`src/rtl/tx_gearbox_sched.sv`:
```
// tx_gearbox_sched: slot scheduler for a 64b/66b TX gearbox.
// Paces XGMII words into RUN slots and inserts SLIP cycles each period.
//
// Ports:
//   i_clk, i_reset    single clock, synchronous active-high reset
//   i_mac_valid       MAC presents a word this cycle
//   i_tx_trdy         downstream encoder/scrambler path ready
//   o_xgmii_valid     word forwarded this cycle (combinational in RUN)
//   o_mac_pause       MAC must hold its current word
//   o_seq             registered gearbox slot, 0..SEQ_WORDS+SLIP_CYCLES-1
//   o_word_odd        forwarded word is the upper half of a 64b block
//   o_slip            high during sync-header slip cycles
//   o_underrun        high on a ready RUN slot with no MAC word
// Optional (macro TX_GEARBOX_SCHED_STATS_EN):
//   o_underrun_cnt    16b saturating count of underrun slots
//   o_period_cnt      32b wrapping count of completed periods
//
// SEQ_WORDS must be even so slip entry always lands on a block boundary.
module tx_gearbox_sched #(
    parameter int SEQ_WORDS   = 64,
    parameter int SLIP_CYCLES = 2
) (
    input  logic        i_clk,
    input  logic        i_reset,
    input  logic        i_mac_valid,
    input  logic        i_tx_trdy,
    output logic        o_xgmii_valid,
    output logic        o_mac_pause,
    output logic [6:0]  o_seq,
    output logic        o_word_odd,
    output logic        o_slip,
    output logic        o_underrun
`ifdef TX_GEARBOX_SCHED_STATS_EN
    ,
    output logic [15:0] o_underrun_cnt,
    output logic [31:0] o_period_cnt
`endif
);

    typedef enum logic [1:0] {
        S_INIT = 2'd0,
        S_RUN  = 2'd1,
        S_SLIP = 2'd2
    } state_e;

    localparam logic [6:0] RUN_LAST  = 7'(SEQ_WORDS - 1);
    localparam logic [6:0] SLIP_LAST = 7'(SEQ_WORDS + SLIP_CYCLES - 1);

    state_e     state_q, state_d;
    logic [6:0] seq_q, seq_d;
    logic       wrap;

    // State register
    always_ff @(posedge i_clk) begin
        if (i_reset) begin
            state_q <= S_INIT;
            seq_q   <= '0;
        end else begin
            state_q <= state_d;
            seq_q   <= seq_d;
        end
    end

    // Next state: nothing moves while downstream is stalled, so a stall
    // on the last RUN/SLIP slot simply defers the transition.
    always_comb begin
        state_d = state_q;
        seq_d   = seq_q;
        if (i_tx_trdy) begin
            unique case (state_q)
                S_INIT: begin
                    state_d = S_RUN;
                    seq_d   = '0;
                end
                S_RUN: begin
                    seq_d = seq_q + 7'd1;
                    if (seq_q == RUN_LAST) state_d = S_SLIP;
                end
                S_SLIP: begin
                    if (seq_q == SLIP_LAST) begin
                        seq_d   = '0;
                        state_d = S_RUN;
                    end else begin
                        seq_d = seq_q + 7'd1;
                    end
                end
                default: begin
                    state_d = S_INIT;
                    seq_d   = '0;
                end
            endcase
        end
    end

    // Outputs
    always_comb begin
        o_xgmii_valid = 1'b0;
        o_mac_pause   = 1'b1;
        o_word_odd    = 1'b0;
        o_slip        = 1'b0;
        o_underrun    = 1'b0;
        unique case (state_q)
            S_RUN: begin
                o_xgmii_valid = i_mac_valid & i_tx_trdy;
                o_mac_pause   = ~i_tx_trdy;
                o_word_odd    = seq_q[0];
                o_underrun    = i_tx_trdy & ~i_mac_valid;
            end
            S_SLIP: o_slip = 1'b1;
            default: ;
        endcase
    end

    assign o_seq = seq_q;
    assign wrap  = (state_q == S_SLIP) && i_tx_trdy && (seq_q == SLIP_LAST);

`ifdef TX_GEARBOX_SCHED_STATS_EN
    logic [15:0] ucnt_q;
    logic [31:0] pcnt_q;

    always_ff @(posedge i_clk) begin
        if (i_reset) begin
            ucnt_q <= '0;
            pcnt_q <= '0;
        end else begin
            if (o_underrun && (ucnt_q != 16'hFFFF)) ucnt_q <= ucnt_q + 16'd1;
            if (wrap) pcnt_q <= pcnt_q + 32'd1;
        end
    end

    assign o_underrun_cnt = ucnt_q;
    assign o_period_cnt   = pcnt_q;
`else
    logic unused_wrap;
    assign unused_wrap = wrap;
`endif

endmodule

```
`config.mk`:
```
export PLATFORM = sky130hd
export DESIGN_NAME = tx_gearbox_sched
export DESIGN_NICKNAME = d
export VERILOG_FILES = /design/src/rtl/tx_gearbox_sched.sv
export SDC_FILE = /design/constraint.sdc
export NUM_CORES = 1
export LEC_CHECK = 0
export CORE_MARGIN = 5
export CORE_UTILIZATION = 45
export CTS_CLUSTER_SIZE = 20
export DETAILED_ROUTE_END_ITERATION = 12
export PLACE_DENSITY = 0.8
export SLEW_MARGIN = 10
export SYNTH_ARGS = -nofsm -noshare
export SYNTH_HDL_FRONTEND = slang
export SYNTH_SLANG_ARGS = --single-unit
export TNS_END_PERCENT = 10
```
`constraint.sdc`:
```
create_clock -name i_clk -period 2.35 [get_ports i_clk]
set_clock_uncertainty 0.15 [all_clocks]
set_input_delay 0.47 -clock i_clk [delete_from_list [all_inputs] [get_ports i_clk]]
set_output_delay 0.47 -clock i_clk [all_outputs]
set_load 0.05 [all_outputs]
```
==> results of run 1 <==
-- logic make-up after synthesis --
kind of cell,after synthesis,share of synthesized area
AO/OA/AOI/OAI,22,0.227
adder cells (fa/ha/maj),6,0.127
buffers and inverters,8,0.0529
flip-flops,9,0.305
AND/OR/NAND/NOR,31,0.288
-- per-layer routing --
metal / track usage / up-vias / routed length, um
met5: 0 / - / 0
li1: - / 319 / -
met3: 0.0586 / 4 / 101
met1: 0.200 / 281 / 620
met2: 0.247 / 19 / 676
met4: 0.0852 / 0 / 35
-- power by group through the flow --
stage          clock, mW  sequential (mW)  combinational, mW
6_report           0.118            0.157             0.0554
5_1_grt            0.132            0.157             0.0605
4_1_cts            0.123            0.157             0.0554
3_5_place_dp           0            0.160             0.0550
3_3_place_gp           0            0.160             0.0538
2_1_floorplan          0            0.161             0.0291
-- flip-flops by register name (all words and copies together), names as in the netlist --
| signal | count |
|---|---|
| state_q | 2 |
| o_seq | 7 |
-- placed cells by master (no fill, tap or decap), types with 5 or more instances in the layout --
master,instances
clkdlybuf4s50_1,10
a21oi_1,5
dfxtp_1,9
nand2_1,9
buf_4,5
o21ai_0,9
ha_1,6
inv_1,6
-- metrics by stage --
step	area, sq um	instances	hold slack (ns)
floorplan	593	76	0.328
global placement	801	107	0.352
detailed placement	801	107	0.364
CTS	827	111	0.384
global route	827	111	0.420
finish	827	111	0.377
-- area by class of cell --
cell class | instances | area, sq um | area share
Clock buffer | 4 | 26.3 | 0.0318
Inverter | 6 | 22.5 | 0.0272
Multi-Input combinational cell | 59 | 382 | 0.461
Sequential cell | 9 | 180 | 0.218
Tap cell | 15 | 18.8 | 0.0227
Timing Repair Buffer | 18 | 198 | 0.239
-- final timing paths --
path,from,end
setup / recovery,o_seq[3],o_seq[3]
hold / removal,o_seq[1],o_seq[1]
setup reg to reg,state_q[0],o_seq[3]
hold reg to reg,o_seq[1],o_seq[1]
==> results.md, run 1 <==
- Result of the run: finished clean
- Hold_buf cts: 0
- Cells after synthesis: 76
- HP Class: flip-flop to flip-flop
- Post-Syn Nets: 86
- ANT nets after route: 0
- Clock sink count: 9
- Worst EP arrival: 1.60 ns
- Leakage: between 0.3 and 0.4 nW
- Ys async rst share: 0
- Initial DRC Count: 22
- Final hold violations: 0
- P&R area growth vs syn: 40.0%
- Max_slew headroom: 0.665
- First-pass GRT wire length: roughly 2500 um
- H-tree depth: 1
- Avg Inst Size Synth: 7.77 sq um
- Hold Crit Depth: 2
- Post-synth EDFFs: 0
- Reg clk slew, reported paths: 0.06 ns
- Worst ir drop on vdd: about 0.3 mV
- Die Area: between 0.002 and 0.0025 sq mm
- Setup TNS: 0 ns
- Crit end category: output port
- Power per cell area: 400 mW/mm^2
- Synth Cell Area: between 500 and 600 sq um
- Chip Width: approximately 46 um
- Final nets: around 110
- Reg2reg path depth: 6
- Sequential power share: 0.474
- Final worst setup slack: approximately 0.13 ns
- DP Wirelength: roughly 1100 um
- Per-cell routed wire length: roughly 13 um
- Worst Path Max Fanout: 9
- Clk buf depth: 2
- Reg2reg setup slack: between 0.3 and 0.4 ns
- ANT cells: 0
- TritonCTS Buffers: 3
- Worst path max stage delay: approximately 0.86 ns
- CTS tree: done
- Post-synth top area share: 0.305
- Synth Flop Type: dfxtp_1
- Layout cells sized above 1: 0.135
- Fraction of power spent switching nets: 0.263
- Pre-CTS setup slack: 0.161 ns
- Core Rows: 13
- Die height: 46.2 um
- Top Ports: 16
- Top delay family on crit path: buffers and inverters
- Sw Pwr: between 0.08 and 0.09 mW
- CTS root buffer: clkbuf_4
- Slew @ Worst Pin: 0.500 ns
- CP Depth: 1
- Pin count of the biggest net entering global routing: 10
- Fmax achieved: 451 MHz
- Min Tclk post-route: 2.22 ns
- Register area share after synthesis: 0.305
- Via count: slightly above 600
- Worst path required time: between 1.5 and 2 ns
- Total power draw: approximately 0.33 mW
- Initial antenna violation count: 0
- Crit path kind: flip-flop to output port
- Initial core utilization: 0.465
- Post-route clock period utilization: 0.944
- Tot GR Track Use: 0.163
- CTS resizes: 0
- Number of fill cells: 115
- Commonest cells post-synth: dfxtp_1 (9), nand2_1 (9), o21ai_0 (9)
- Yosys warns: 0
- Worst-Skew Late Latency: about 0.26 ns
- IO Port Bufs: 15
- Residual DRC: 0
- Setup-failing EPs final: 0
- Final WL: between 1000 and 1500 um
- Initial DRT Pass Iterations: 4
- Clock power frac: 0.358
- Power share of the combinational group: 0.168
- Setup Buffers After CTS: 0
- Pins Over Slew Limit: 0
- Max cap viols: 0
- Vias per cell: between 5 and 6
- P_int: between 0.2 and 0.25 mW
- Core footprint: 0.00127 sq mm
- RSZ-0062 raised after global routing: no
- Fin util: 0.652
- Vias in the first global route: 582
- Ranking of synthesized cells by area: dfxtp_1 (31%), ha_1 (13%), o21ai_0 (7.6%)
- Worst path bufs/invs: 1
- Routability cong.: approximately 0.80
- Grt total ovfl: 0
- Startpoint types: flip-flop
- Synth area leader: dfxtp_1
- Synth unique cells: 26
- Critical-path cell list: clkdlybuf4s50_1
- Slowest stage cell, crit path: clkdlybuf4s50_1
- Synth Register Bits: 9
(Power assumes the default switching activity.)
==> run 2, diff against run 1 <==
--- a/config.mk
+++ b/config.mk
@@ -5,12 +5,12 @@
 export SDC_FILE = /design/constraint.sdc
 export NUM_CORES = 1
 export LEC_CHECK = 0
-export CORE_MARGIN = 5
-export CORE_UTILIZATION = 45
+export CORE_AREA = 5 5 42 44
 export CTS_CLUSTER_SIZE = 20
 export DETAILED_ROUTE_END_ITERATION = 12
-export PLACE_DENSITY = 0.8
-export SLEW_MARGIN = 10
+export DIE_AREA = 0 0 47 49
+export PLACE_DENSITY = 0.79
+export SLEW_MARGIN = 25
 export SYNTH_ARGS = -nofsm -noshare
 export SYNTH_HDL_FRONTEND = slang
 export SYNTH_SLANG_ARGS = --single-unit
==> constraint.sdc (replaced) <==
create_clock -name i_clk -period 2.8 [get_ports i_clk]
set_clock_uncertainty 0.15 [all_clocks]
set_input_delay 0.56 -clock i_clk [delete_from_list [all_inputs] [get_ports i_clk]]
set_output_delay 0.56 -clock i_clk [all_outputs]
set_load 0.05 [all_outputs]
==> results.md, run 2 (same netlist as run 1, synthesis figures left out) <==
- Die Area: 0.00230 sq mm (was 0.00214 sq mm)
- Initial DRC Count: 34 (was 22)
- CTS resizes: 0 (unchanged)
- Final nets: 106 (was 107)
- Residual DRC: 0 (unchanged)
- Final hold slack: 0.371 ns (was 0.377 ns)
- ANT nets after route: 0 (unchanged)
- Max reg flops: 7 (unchanged)
- Initial antenna violation count: 0 (unchanged)
- Initial DRT Pass Iterations: 4 (unchanged)
- Crit path kind: flip-flop to output port (unchanged)
- Commonest non-fill, non-tap cell in the layout: clkdlybuf4s50_1 (unchanged)
- CTS root buffer: clkbuf_4 (unchanged)
- Worst Path Max Fanout: 6 (was 9)
- Reg clk slew, reported paths: 0.07 ns (was 0.06 ns)
- Per-cell routed wire length: 13.5 um (was 12.9 um)
- Die height: 49 um (was 46.2 um)
- Clock sink count: 9 (unchanged)
- Pin count of the biggest net entering global routing: 11 (was 10)
- ANT cells: 0 (unchanged)
- Max cap viols: 0 (unchanged)
- Setup TNS: 0 ns (unchanged)
- Clk buf depth: 2 (unchanged)
- Initial core utilization: 0.421 (was 0.465)
- Setup Buffers After CTS: 0 (unchanged)
- Routability cong.: 0.828 (was 0.796)
- TritonCTS Buffers: 3 (unchanged)
- Top Ports: 16 (unchanged)
- CTS tree: done (unchanged)
- Pins Over Slew Limit: 0 (unchanged)
- Worst path required time: 2.09 ns (was 1.73 ns)
- RSZ-0062 raised after global routing: no (unchanged)
- Final hold violations: 0 (unchanged)
- P&R area growth vs syn: 39.4% (was 40.0%)
- Core Rows: 14 (was 13)
- Worst ir drop on vdd: 0.245 mV (was 0.296 mV)
- DP Wirelength: 1100 um (was 1070 um)
- First-pass GRT wire length: 2470 um (was 2460 um)
- Crit end category: output port (unchanged)
- H-tree depth: 1 (unchanged)
- Vias in the first global route: 560 (was 582)
- Result of the run: finished clean (unchanged)
- Worst-Skew Late Latency: 0.27 ns (was 0.26 ns)
- Via count: 663 (was 623)
- Min Tclk post-route: ~2.6 ns
- Worst EP arrival: 1.88 ns (was 1.60 ns)
- Leakage: 0.304 nW (was 0.313 nW)
- Max_slew headroom: 0.669 (was 0.665)
- Startpoint types: flip-flop (unchanged)
- Core footprint: 0.00140 sq mm (was 0.00127 sq mm)
- Setup-failing EPs final: 0 (unchanged)
- Post-route clock period utilization: 0.925
- Commonest cells after routing, fill and taps aside: clkdlybuf4s50_1 (12), nand2_1 (9), o21ai_0 (9), dfxtp_1 (9) (was clkdlybuf4s50_1 (10), nand2_1 (9), o21ai_0 (9), dfxtp_1 (9))
- Chip Width: 47 um (was 46.2 um)
- Power per cell area: 344 mW/mm^2 (was 400 mW/mm^2)
- Hold_buf cts: 0 (unchanged)
- Grt total ovfl: 0 (unchanged)
- HP Class: flip-flop to flip-flop (unchanged)
- Tot GR Track Use: 0.146 (was 0.163)
- IO Port Bufs: 15 (unchanged)
- Vias per cell: 5.97 (was 5.61)
- Final WL: 1500 um (was 1430 um)
- Fmax achieved: just under 400 MHz
- Layout cells sized above 1: 0.0947 (was 0.135)
- Slew @ Worst Pin: 0.495 ns (was 0.500 ns)
==> run 2: cell types whose count changed in the layout (fill, tap and decap cells not counted) <==
| cell | previous run | this run |
|---|---|---|
| nor2_2 | 1 | 0 |
| nor2_1 | 3 | 4 |
| clkdlybuf4s50_1 | 10 | 12 |
| buf_4 | 5 | 2 |
==> run 2: layer usage <==
layer | global-route usage | part of all wire | vias up
met5 | 0 | 0 | -
met4 | 0.0829 | 0.025 | 0
met3 | 0.0332 | 0.039 | 5
met2 | 0.210 | 0.49 | 18
met1 | 0.192 | 0.44 | 324
li1 | - | - | 316
==> run 2: power breakdown <==
group	internal (mW)	switching, mW	total [mW]
sequential	0.130	0.00186	0.132
clock	0.0552	0.0514	0.107
combinational	0.0190	0.0262	0.0452
==> run 2: cell type report <==
| type | count | area [sq um] |
|---|---|---|
| well taps | 16 | 20.0 |
| repair buffers | 17 | 195 |
| multi-input cells | 59 | 379 |
| clock buffers | 4 | 26.3 |
| inverters | 6 | 22.5 |
| fillers | 134 | 578 |
| flip-flops and latches | 9 | 180 |
==> run 2: stage by stage <==
stage	cells	util	setup slack, ns	power, mW	area [sq um]
2_1_floorplan	76	-	0.153	0.159	591
3_3_place_gp	107	0.569	0.386	0.178	797
3_5_place_dp	107	0.569	0.330	0.180	797
4_1_cts	111	0.588	0.184	0.285	823
5_1_grt	111	0.588	0.116	0.302	823
6_report	111	0.588	0.210	0.283	823
==> run 2: final timing paths <==
kind,start,endpoint,slack (ns),cells after the start
max,state_q[1],o_word_odd,0.21,4
min,state_q[0],state_q[0],0.37,2
max reg2reg,state_q[0],state_q[0],0.94,6
min reg2reg,state_q[0],state_q[0],0.37,2
==> run 2: worst max-delay path, stage by stage, from the launching register on <==
cell	delay [ns]
dfxtp_1	0.33
inv_1	0.10
ha_1	0.24
and2_1	0.15
clkdlybuf4s50_1	0.80
